[src/rtl/fir_tap_sequencer.sv]
// Sequencer for the shared 32x8 coefficient/sample ROM of a 16-tap sign-magnitude FIR.
// Optional saturated Q1.7 output y_q is enabled by defining FIR_SEQ_SAT_EN.
module fir_tap_sequencer #(
  parameter int TAPS   = 16,
  parameter int X_BASE = 16,
  parameter int ACC_W  = 20
) (
  input  logic             clk,
  input  logic             rst,
  input  logic             start,
  input  logic [3:0]       n_sel,
  output logic             busy,
  output logic             done,
  output logic             rom_cs,
  output logic [4:0]       rom_addr,
  input  logic [7:0]       rom_data,
  output logic [ACC_W-1:0] y,
`ifdef FIR_SEQ_SAT_EN
  output logic [7:0]       y_q,
`endif
  output logic             y_valid
);

  typedef enum logic [1:0] {IDLE, FETCH, DRAIN, DONE} state_t;

  state_t                  state;
  logic [3:0]              n_reg;
  logic [3:0]              k;
  logic                    phase;
  logic                    cap_c;
  logic                    cap_x;
  logic [7:0]              c_reg;
  logic signed [ACC_W-1:0] acc;
  logic [13:0]             mag;
  logic signed [ACC_W-1:0] mag_ext;
  logic signed [ACC_W-1:0] prod;

  // rom_data always belongs to the address issued one cycle earlier
  always_comb begin
    mag     = {7'd0, c_reg[6:0]} * {7'd0, rom_data[6:0]};
    mag_ext = {{(ACC_W-14){1'b0}}, mag};
    prod    = (c_reg[7] ^ rom_data[7]) ? -mag_ext : mag_ext;
  end

`ifdef FIR_SEQ_SAT_EN
  logic [ACC_W-1:0] abs_acc;
  logic [ACC_W-1:0] abs_shr;
  logic [6:0]       q_mag;
  logic [7:0]       q_next;

  always_comb begin
    abs_acc = acc[ACC_W-1] ? 0 - acc : acc;
    abs_shr = abs_acc >> 7;
    q_mag   = (|abs_shr[ACC_W-1:7]) ? 7'h7F : abs_shr[6:0];
    q_next  = (q_mag == 7'd0) ? 8'h00 : {acc[ACC_W-1], q_mag};
  end
`endif

  always_ff @(posedge clk or posedge rst) begin
    if (rst) begin
      state    <= IDLE;
      n_reg    <= '0;
      k        <= '0;
      phase    <= 1'b0;
      cap_c    <= 1'b0;
      cap_x    <= 1'b0;
      c_reg    <= '0;
      acc      <= '0;
      busy     <= 1'b0;
      done     <= 1'b0;
      rom_cs   <= 1'b0;
      rom_addr <= '0;
      y        <= '0;
      y_valid  <= 1'b0;
`ifdef FIR_SEQ_SAT_EN
      y_q      <= '0;
`endif
    end else begin
      done    <= 1'b0;
      y_valid <= 1'b0;
      cap_c   <= (state == FETCH) && !phase;
      cap_x   <= (state == FETCH) && phase;
      if (cap_c) c_reg <= rom_data;
      if (cap_x) acc <= acc + prod;

      case (state)
        IDLE: begin
          if (start) begin
            state    <= FETCH;
            n_reg    <= n_sel;
            k        <= '0;
            phase    <= 1'b0;
            acc      <= '0;
            busy     <= 1'b1;
            rom_cs   <= 1'b1;
            rom_addr <= '0;
          end
        end
        FETCH: begin
          if (!phase) begin
            phase    <= 1'b1;
            rom_addr <= 5'(X_BASE) + {1'b0, 4'(n_reg - k)};
          end else if (k == 4'(TAPS - 1)) begin
            state    <= DRAIN;
            phase    <= 1'b0;
            rom_cs   <= 1'b0;
            rom_addr <= '0;
          end else begin
            k        <= k + 4'd1;
            phase    <= 1'b0;
            rom_addr <= {1'b0, k + 4'd1};
          end
        end
        DRAIN: begin
          state <= DONE;
          busy  <= 1'b0;
        end
        DONE: begin
          state   <= IDLE;
          y       <= acc;
          y_valid <= 1'b1;
          done    <= 1'b1;
`ifdef FIR_SEQ_SAT_EN
          y_q     <= q_next;
`endif
        end
        default: state <= IDLE;
      endcase
    end
  end

endmodule

[config.mk]
export PLATFORM = sky130hd
export DESIGN_NAME = fir_tap_sequencer
export DESIGN_NICKNAME = d
export VERILOG_FILES = /design/src/rtl/fir_tap_sequencer.sv
export SDC_FILE = /design/constraint.sdc
export NUM_CORES = 1
export LEC_CHECK = 0
export ABC_AREA = 1
export ABC_CLOCK_PERIOD_IN_PS = 17400
export BUFFER_PORTS_ARGS = -buffer_cell sky130_fd_sc_hd__buf_2
export CORE_MARGIN = 2
export CORE_UTILIZATION = 62
export DETAILED_ROUTE_END_ITERATION = 8
export PLACE_DENSITY = 0.82
export SYNTH_ARGS = -nofsm -noshare
export SYNTH_HDL_FRONTEND = slang
export SYNTH_SLANG_ARGS = --single-unit
[constraint.sdc]
create_clock -name clk -period 17.4 [get_ports clk]
set_input_delay 0 -clock clk [delete_from_list [all_inputs] [get_ports clk]]
set_output_delay 0 -clock clk [all_outputs]
set_load 0.005 [all_outputs]
==> out/metrics.cfg, run 1 <==
[grt]
grt_start_max_net_pins=69
globalRouteTotalUtil=0.276
overflow=0
via_count_of_the_first_global_routing_pass=5353
grt_pass1_wl_microns=24600
antenna_found_initial=0

[synth]
synth_enable_flop_cells=0
synth_area_leader_cell=sky130_fd_sc_hd__dfrtp_1
postSynthRegisterBits=68
seq_area_frac_synth=0.274
post_synthesis_instance_area_sq_um=6200
synth_top_area_share=0.274
synth.avg_cell_area_sq_um=7.43
post_synth_inst_count=835
synthTopCellsByArea=sky130_fd_sc_hd__dfrtp_1, sky130_fd_sc_hd__nand2_1, sky130_fd_sc_hd__ha_1, sky130_fd_sc_hd__inv_1, sky130_fd_sc_hd__fa_1
async_flop_share=1.00
synth.yosys.warnings=0
synth_ff_type=sky130_fd_sc_hd__dfrtp_1
syn_nets=936
synth.distinct_cells=40

[critical_path]
timing.rr.start=c_reg[0]
critical_path.endpoint_type=flip-flop
worst-r2r-setup-slack_ps=11040
slowest_stage_delay_cp_ps=560
cp_data_arrival_time_ps=6610
critical_path_peak_fanout=8
timing.setup.critical_path_class=flip-flop to flip-flop
cp_slowest_cell=sky130_fd_sc_hd__fa_1
worst-r2r-cell-count=31
setup.worst_path.start_class=flip-flop
cp_data_required_time_ps=17640
r2r-end=acc[18]
crit_family=adder cells
cp_num_cells=31
crit_buf_inv=7

[placement]
routabilityCongestion=0.958
io_buffers=43
dpl.hpwl_microns=11100
standard_cell_area_after_detailed_placement_sq_um=6480

[sta]
setup-tns-final_ps=0
slew_viol_final=0
tightest_slew_ps=1140
fin_crit_sh=0.366
tightest_slew_margin_relative_to_the_limit=0.239
clock_period_minus_worst_slack_ps=6360
hold_violations_final=0
rsz0062_at_grt=no
setup-violations-final=0
fmaxAchievable_mhz=157
final.setup_skew_ps=9.52

[drt]
route.detailed.vias_per_inst=5.38
detail_route.drc_violations=0
vias=5413
post_detailed_routing_wire_length_microns=14400
drtPass1Iterations=7
drt-initial-drc-count=303
wl_per_cell_microns=14.3
antenna_violating_nets_left=0

[run]
cap_violations=0

[cts]
clock-sinks=68
ctsLongestPathBuffers=2
tritoncts=built
cts_buf_count=9
clk-insertion-delay-late_ps=350
cts.clk_slew.worst_paths_ps=80
number_of_h_tree_levels=3
root_buffer=sky130_fd_sc_hd__clkbuf_8

[outcome]
outcome=completed

[finish]
fillerInstances=813
post_route_cells_drive_above_1_share=0.124
finish.instance_area_sq_um=6750
finish.utilization=0.693
antennaDiodeCount=0
layout.nets=970
flow.area_growth_from_synthesis_pct=8.75

[hold_path]
min-delay-path-class=input port to flip-flop
hold_path_end=c_reg[1]
hp-start=rom_data[1]
holdPathStages=2

[floorplan]
core.rowCount=36
num_io_pins=44
floorplan.die.height_microns=104
design.die.area_sq_um=10800
dieWidth_microns=104
core_area_sq_um=9730
effective_utilization_at_floorplan=0.638

cells by family (layout without fill, tap and decap cells):
| family | Yosys count | in the layout | synth area share |
|---|---|---|---|
| and+or+nand+nor | 341 | 341 | 0.229 |
| AOI/OAI and AO/OA | 99 | 99 | 0.0938 |
| adders and majority gates | 86 | 86 | 0.205 |
| muxes | 25 | 25 | 0.0452 |
| buffers and inverters | 194 | 233 | 0.122 |
| DFF | 68 | 68 | 0.274 |
| xor gates and xnor gates | 22 | 22 | 0.0311 |
routing by layer:
| layer | vias up | GRT usage | routed length (microns) |
|---|---|---|---|
| li1 | 2691 | - | - |
| met1 | 2519 | 0.367 | 6480 |
| met2 | 175 | 0.470 | 6850 |
| met3 | 28 | 0.0401 | 760 |
| met4 | 0 | 0.0820 | 290 |
| met5 | - | 0 | 0 |
worst max-delay path by stage:
stage                         from  slack (ps)      end
final                     c_reg[0]       11040  acc[18]
after global routing      c_reg[0]       10530  acc[18]
after CTS                 c_reg[0]       11120  acc[18]
after detailed placement  c_reg[0]       11180  acc[18]
after global placement    c_reg[3]       11290  acc[18]
after floorplan           c_reg[3]       11910  acc[18]
Yosys cell counts (all sizes together) (2+ instances only):
master / number
a21oi: 35
ha: 60
mux2: 24
nand2: 210
xor2: 15
nand4: 10
a21boi: 2
dfrtp: 68
nand3: 41
or2: 5
a211oi: 5
nor4: 2
o211ai: 16
o22ai: 2
nor3: 4
xnor2: 7
o21ai: 32
fa: 26
inv: 166
a31oi: 3
buf: 4
o21bai: 2
clkbuf: 23
nor2: 69
area by class of cell:
type | instances | area (sq um) | share of cell area
sequential | 68 | 1700 | 0.252
timing repair buffer | 50 | 283 | 0.0419
clock buffer | 11 | 151 | 0.0224
multi-input combinational | 573 | 3740 | 0.555
tap | 133 | 166 | 0.0247
clock inverter | 5 | 58.8 | 0.00872
inverter | 167 | 641 | 0.0950
per-stage QoR:
| stage | instances | setup WS, ps | hold WS [ps] |
|---|---|---|---|
| 2_1_floorplan | 835 | 11910 | 110 |
| 3_3_place_gp | 985 | 11290 | 196 |
| 3_5_place_dp | 985 | 11180 | 206 |
| 4_1_cts | 1007 | 11120 | 7.85 |
| 5_1_grt | 1007 | 10530 | 21.8 |
| 6_report | 1007 | 11040 | 19.6 |
layout by cell type, fill, tap and decap left out, drive strengths merged, types with 3 or more instances in the layout:
master	Yosys	final
or2	5	5
a211oi	5	5
dfrtp	68	68
inv	166	167
mux2	24	24
ha	60	60
fa	26	26
xor2	15	15
nand3	41	41
nand4	10	10
o21ai	32	32
a31oi	3	3
xnor2	7	7
dlygate4sd3	0	6
a21oi	35	35
nor2	69	69
o211ai	16	16
clkbuf	23	11
nor3	4	4
nand2	210	210
buf	4	44
repair_timing:
item / 4_1_cts / 5_1_grt
buffers inserted: 0 / 0
hold endpoints to repair: 73 / 0
hold buffers: 6 / 0
resized for setup: 0 / 0
Power of run 1 is not shown: default switching activity piles up to over one toggle a cycle in this logic, so the estimate is an artifact.
==> run 2: changes to the inputs <==
- ABC_CLOCK_PERIOD_IN_PS: 17400 -> 5700
- CORE_UTILIZATION: 62 -> 56
- PLACE_DENSITY: 0.82 -> 0.78
- clock period: 17.4 -> 5.7 ns (I/O delays scaled with it)
==> run 2 against run 1 <==
  * The flow now finishes with violations (negative setup slack)
  * Non-clock buffer count rose by 38
  * Global-route usage fell by 2.1 points
  * Register-to-register slack lost 11000 ps
  * Design area up 10%
  * Fmax rose by 12%
  * Final cell count is 4.5% higher
  * Critical endpoint unchanged
==> out/metrics.cfg, run 2 (synthesized netlist as in run 1, its figures left out) <==
[grt]
grt_start_max_net_pins=69
globalRouteTotalUtil=0.255
antenna_found_initial=0
overflow=0
via_count_of_the_first_global_routing_pass=5062
grt_pass1_wl_microns=23800

[finish]
mostFrequentLayoutCells=sky130_fd_sc_hd__nand2_1, sky130_fd_sc_hd__inv_1, sky130_fd_sc_hd__dfrtp_1, sky130_fd_sc_hd__nor2_1, sky130_fd_sc_hd__ha_1
final_common_cell=sky130_fd_sc_hd__nand2_1
antennaDiodeCount=0
finish.instance_area_sq_um=7420
fillerInstances=863
flow.area_growth_from_synthesis_pct=19.6
layout.nets=1008
final-seq-area_sq_um=1700
finish.utilization=0.684
area_of_the_multi_input_gates_sq_um=4100
post_route_cells_drive_above_1_share=0.236

[placement]
io_buffers=43
routabilityCongestion=0.959
dpl.hpwl_microns=10700
standard_cell_area_after_detailed_placement_sq_um=6680

[drt]
drtPass1Iterations=5
wl_per_cell_microns=14.2
drt-initial-drc-count=304
antenna_violating_nets_left=0
post_detailed_routing_wire_length_microns=14900
route.detailed.vias_per_inst=5.26
vias=5531
detail_route.drc_violations=0

[cts]
cts_buf_count=9
tritoncts=built
root_buffer=sky130_fd_sc_hd__clkbuf_8
ctsLongestPathBuffers=2
clock-sinks=68
clk-insertion-delay-late_ps=370
cts.clk_slew.worst_paths_ps=90
number_of_h_tree_levels=3

[floorplan]
num_io_pins=44
dieWidth_microns=109
design.die.area_sq_um=11900
effective_utilization_at_floorplan=0.572
core.rowCount=38
core_area_sq_um=10800
floorplan.die.height_microns=109

[sta]
clock_period_minus_worst_slack_ps=5700
rsz0062_at_grt=yes
final.setup_skew_ps=14.5
hold_violations_final=0
tightest_slew_ps=1170
setup_slack_ps=-0.380
fin_hold_ws_ps=17.9
slew_viol_final=0
fmaxAchievable_mhz=175
setup-tns-final_ps=-0.380
tightest_slew_margin_relative_to_the_limit=0.221
fin_crit_sh=1.00
setup-violations-final=1

[critical_path]
critical_path.endpoint_type=flip-flop
slowest_stage_delay_cp_ps=520
cp_slowest_cell=sky130_fd_sc_hd__fa_1
critical_path_peak_fanout=4
cp_data_required_time_ps=5950
setup.worst_path.start_class=flip-flop
timing.setup.critical_path_class=flip-flop to flip-flop
worst-r2r-setup-slack_ps=-0.4
cp_data_arrival_time_ps=5950
cp_common_cell=sky130_fd_sc_hd__nand2_2

[hold_path]
min-delay-path-class=input port to flip-flop

[outcome]
outcome=complete, but fails checks
violations=negative setup slack

[run]
cap_violations=0

-- run 2: changes by cell type in the layout (fill, tap and decap cells not counted), sizes merged --
| cell | before | now |
|---|---|---|
| buf | 44 | 77 |
| clkbuf | 11 | 12 |
| dlygate4sd3 | 6 | 10 |
-- run 2: cell type report --
type,count,area share
Multi-Input combinational cell,573,0.553
Sequential cell,68,0.229
Inverter,167,0.0863
Timing Repair Buffer,88,0.0793
Tap cell,140,0.0236
Clock buffer,11,0.0204
Clock inverter,5,0.00793
-- run 2: what timing repair did --
item,4_1_cts,5_1_grt
resized for setup,18,82
hold endpoints to repair,77,0
buffers inserted,3,5
pin swaps,7,47
hold buffers,10,0
setup endpoints to repair,5,9
-- run 2: path summary, 6_finish.rpt --
check                      cells after the start        start       end
setup / recovery                              33     c_reg[4]   acc[18]
hold / removal                                 2  rom_data[2]  c_reg[2]
setup reg to reg                              33     c_reg[4]   acc[18]
hold reg to reg                                1         y[7]      y[7]
max in group asynchronous                      4          rst    acc[6]
min in group asynchronous                      4          rst  c_reg[1]
-- run 2: layer usage --
metal / GRT usage / vias to the layer above / share of wire
met4: 0.0624 / 0 / 0.015
met3: 0.0472 / 19 / 0.047
met2: 0.399 / 122 / 0.47
met1: 0.367 / 2614 / 0.47
li1: - / 2776 / -
met5: 0 / - / 0
-- run 2: worst max-delay path, delay by kind of cell, from the launching register on --
kind	cells	cell delay, ps
xor gates and xnor gates	1	220
buffers and inverters	7	450
adders and majority gates	6	2620
DFF	1	390
and+or+nand+nor	15	1160
AOI/OAI and AO/OA	4	750
-- run 2: per-stage QoR --
stage,setup slack (ps),instances
after floorplan,212,835
after global placement,-50.5,1018
after detailed placement,-101,1018
after CTS,14.0,1047
after global routing,-294,1052
final,-0.380,1052
Power of run 2 is left out for the same reason.
==> run 3: changes to the inputs <==
- BUFFER_PORTS_ARGS: -buffer_cell sky130_fd_sc_hd__buf_2 -> -buffer_cell sky130_fd_sc_hd__clkbuf_2
- CORE_UTILIZATION: 56 -> 35
- PLACE_DENSITY: 0.78 -> 0.6
==> run 3 against run 2 <==
  * The run now ends clean
  * Core utilization decreased by 23 points
  * Wire length increased by 0.52%
  * Count of clock-buffer cells in the layout decreased by 1
  * Critical path type unchanged
  * Highest routed layer unchanged
==> out/metrics.cfg, run 3 (synthesized netlist as in run 1, its figures left out) <==
[outcome]
outcome=completed

[critical_path]
timing.rr.start=c_reg[5]
critical_path.endpoint_type=flip-flop
worst-r2r-setup-slack_ps=30
crit_buf_inv=11
worst-r2r-cell-count=37
cp_data_arrival_time_ps=5950
cp_slowest_cell=sky130_fd_sc_hd__fa_1
setup.worst_path.start_class=flip-flop
cp_data_required_time_ps=5980
critical_path_peak_fanout=4
cp_common_cell=sky130_fd_sc_hd__inv_2
slowest_stage_delay_cp_ps=530
crit_family=adder cells
r2r-end=acc[18]
timing.setup.critical_path_class=flip-flop to flip-flop

[grt]
grt_pass1_wl_microns=25000
globalRouteTotalUtil=0.166
grt_start_max_net_pins=69
via_count_of_the_first_global_routing_pass=5266
antenna_found_initial=0
overflow=0

[floorplan]
num_io_pins=44
floorplan.die.height_microns=137
design.die.area_sq_um=18800
core.rowCount=48
dieWidth_microns=137
core_area_sq_um=17300
effective_utilization_at_floorplan=0.359

[finish]
antennaDiodeCount=0
flow.area_growth_from_synthesis_pct=26.4
post_route_cells_drive_above_1_share=0.261
mostFrequentLayoutCells=sky130_fd_sc_hd__nand2_1, sky130_fd_sc_hd__inv_1, sky130_fd_sc_hd__dfrtp_1, sky130_fd_sc_hd__buf_4, sky130_fd_sc_hd__nor2_1
layout.nets=1027
finish.instance_area_sq_um=7840
final_common_cell=sky130_fd_sc_hd__nand2_1

[sta]
slew_viol_final=0
setup_slack_ps=27.5
hold_violations_final=0
fin_hold_ws_ps=63.3
final.setup_skew_ps=7.79
fmaxAchievable_mhz=176
setup-violations-final=0
rsz0062_at_grt=yes
fin_crit_sh=0.995
tightest_slew_ps=1050
clock_period_minus_worst_slack_ps=5670
tightest_slew_margin_relative_to_the_limit=0.299

[hold_path]
min-delay-path-class=input port to flip-flop
hold_path_end=c_reg[0]
holdPathStages=2
hp-start=rom_data[0]

[placement]
standard_cell_area_after_detailed_placement_sq_um=6910
io_buffers=43
dp_worst_setup_slack_ps=-267
dpl.hpwl_microns=11600
routabilityCongestion=0.873

[drt]
vias=5441
drtPass1Iterations=4
post_detailed_routing_wire_length_microns=15000
route.detailed.vias_per_inst=4.71
antenna_violating_nets_left=0
drt-initial-drc-count=175
wl_per_cell_microns=12.9
detail_route.drc_violations=0

[run]
cap_violations=0

[cts]
root_buffer=sky130_fd_sc_hd__clkbuf_16
number_of_h_tree_levels=3
tritoncts=built
cts_buf_count=9
clk-insertion-delay-late_ps=340
clock-sinks=68
cts.clk_slew.worst_paths_ps=60
ctsLongestPathBuffers=2

==> run 3: cell count changes in the layout (fill, tap and decap cells not counted), moves of 3 or more <==
cell,previous run,this run
sky130_fd_sc_hd__dlygate4sd3_1,10,6
sky130_fd_sc_hd__buf_2,42,0
sky130_fd_sc_hd__nor2_1,57,54
sky130_fd_sc_hd__buf_4,33,57
sky130_fd_sc_hd__ha_4,5,9
sky130_fd_sc_hd__clkbuf_2,0,43
sky130_fd_sc_hd__clkbuf_8,11,1
sky130_fd_sc_hd__clkbuf_16,0,9
==> run 3: worst max path at each step <==
| stage | from | to | slack [ps] | cells after the start |
|---|---|---|---|---|
| 2_1_floorplan | c_reg[3] | acc[18] | 210 | 32 |
| 3_3_place_gp | c_reg[3] | acc[18] | -170 | 36 |
| 3_5_place_dp | c_reg[3] | acc[18] | -270 | 36 |
| 4_1_cts | c_reg[3] | acc[17] | 3 | 32 |
| 5_1_grt | c_reg[5] | acc[18] | -380 | 36 |
| 6_report | c_reg[5] | acc[18] | 30 | 37 |
==> run 3: metal layers <==
metal | routed length (microns) | track usage | up-vias
met5 | 0 | 0 | -
met4 | 144 | 0.0378 | 0
met3 | 467 | 0.0304 | 14
met2 | 7060 | 0.273 | 70
met1 | 7300 | 0.228 | 2556
li1 | - | - | 2801
==> run 3: layout make-up <==
class / instances / area [sq um]
Inverter: 167 / 641
Sequential cell: 68 / 1700
Clock inverter: 6 / 71.3
Multi-Input combinational cell: 573 / 4190
Clock buffer: 10 / 239
Fill cell: 1752 / 9460
Timing Repair Buffer: 107 / 714
Tap cell: 225 / 282
==> run 3: worst reg2reg max path, delay by kind of cell, from the launching register on <==
family,cells,cell delay [ps]
fa+ha+maj,6,2620
simple gates,18,1750
buf+inv,11,650
flops,1,370
xor+xnor,1,140
compound gates,1,90
==> run 3: per-stage QoR <==
| step | cells | setup TNS [ps] | utilization |
|---|---|---|---|
| after detailed placement | 1120 | -735 | 0.400 |
| after floorplan | 835 | 0 | - |
| after CTS | 1143 | 0 | 0.425 |
| final | 1156 | 0 | 0.453 |
| after global routing | 1156 | -1730 | 0.453 |
| after global placement | 1120 | -418 | 0.400 |
==> run 3: timing repair <==
action / CTS / global route
hold buffers: 6 / 0
endpoints found under the setup margin: 6 / 11
pin swaps: 4 / 51
hold endpoints to repair: 73 / 0
gates resized for setup: 18 / 95
setup buffers: 1 / 13
gates cloned: 0 / 0
Power of run 3 is left out for the same reason.
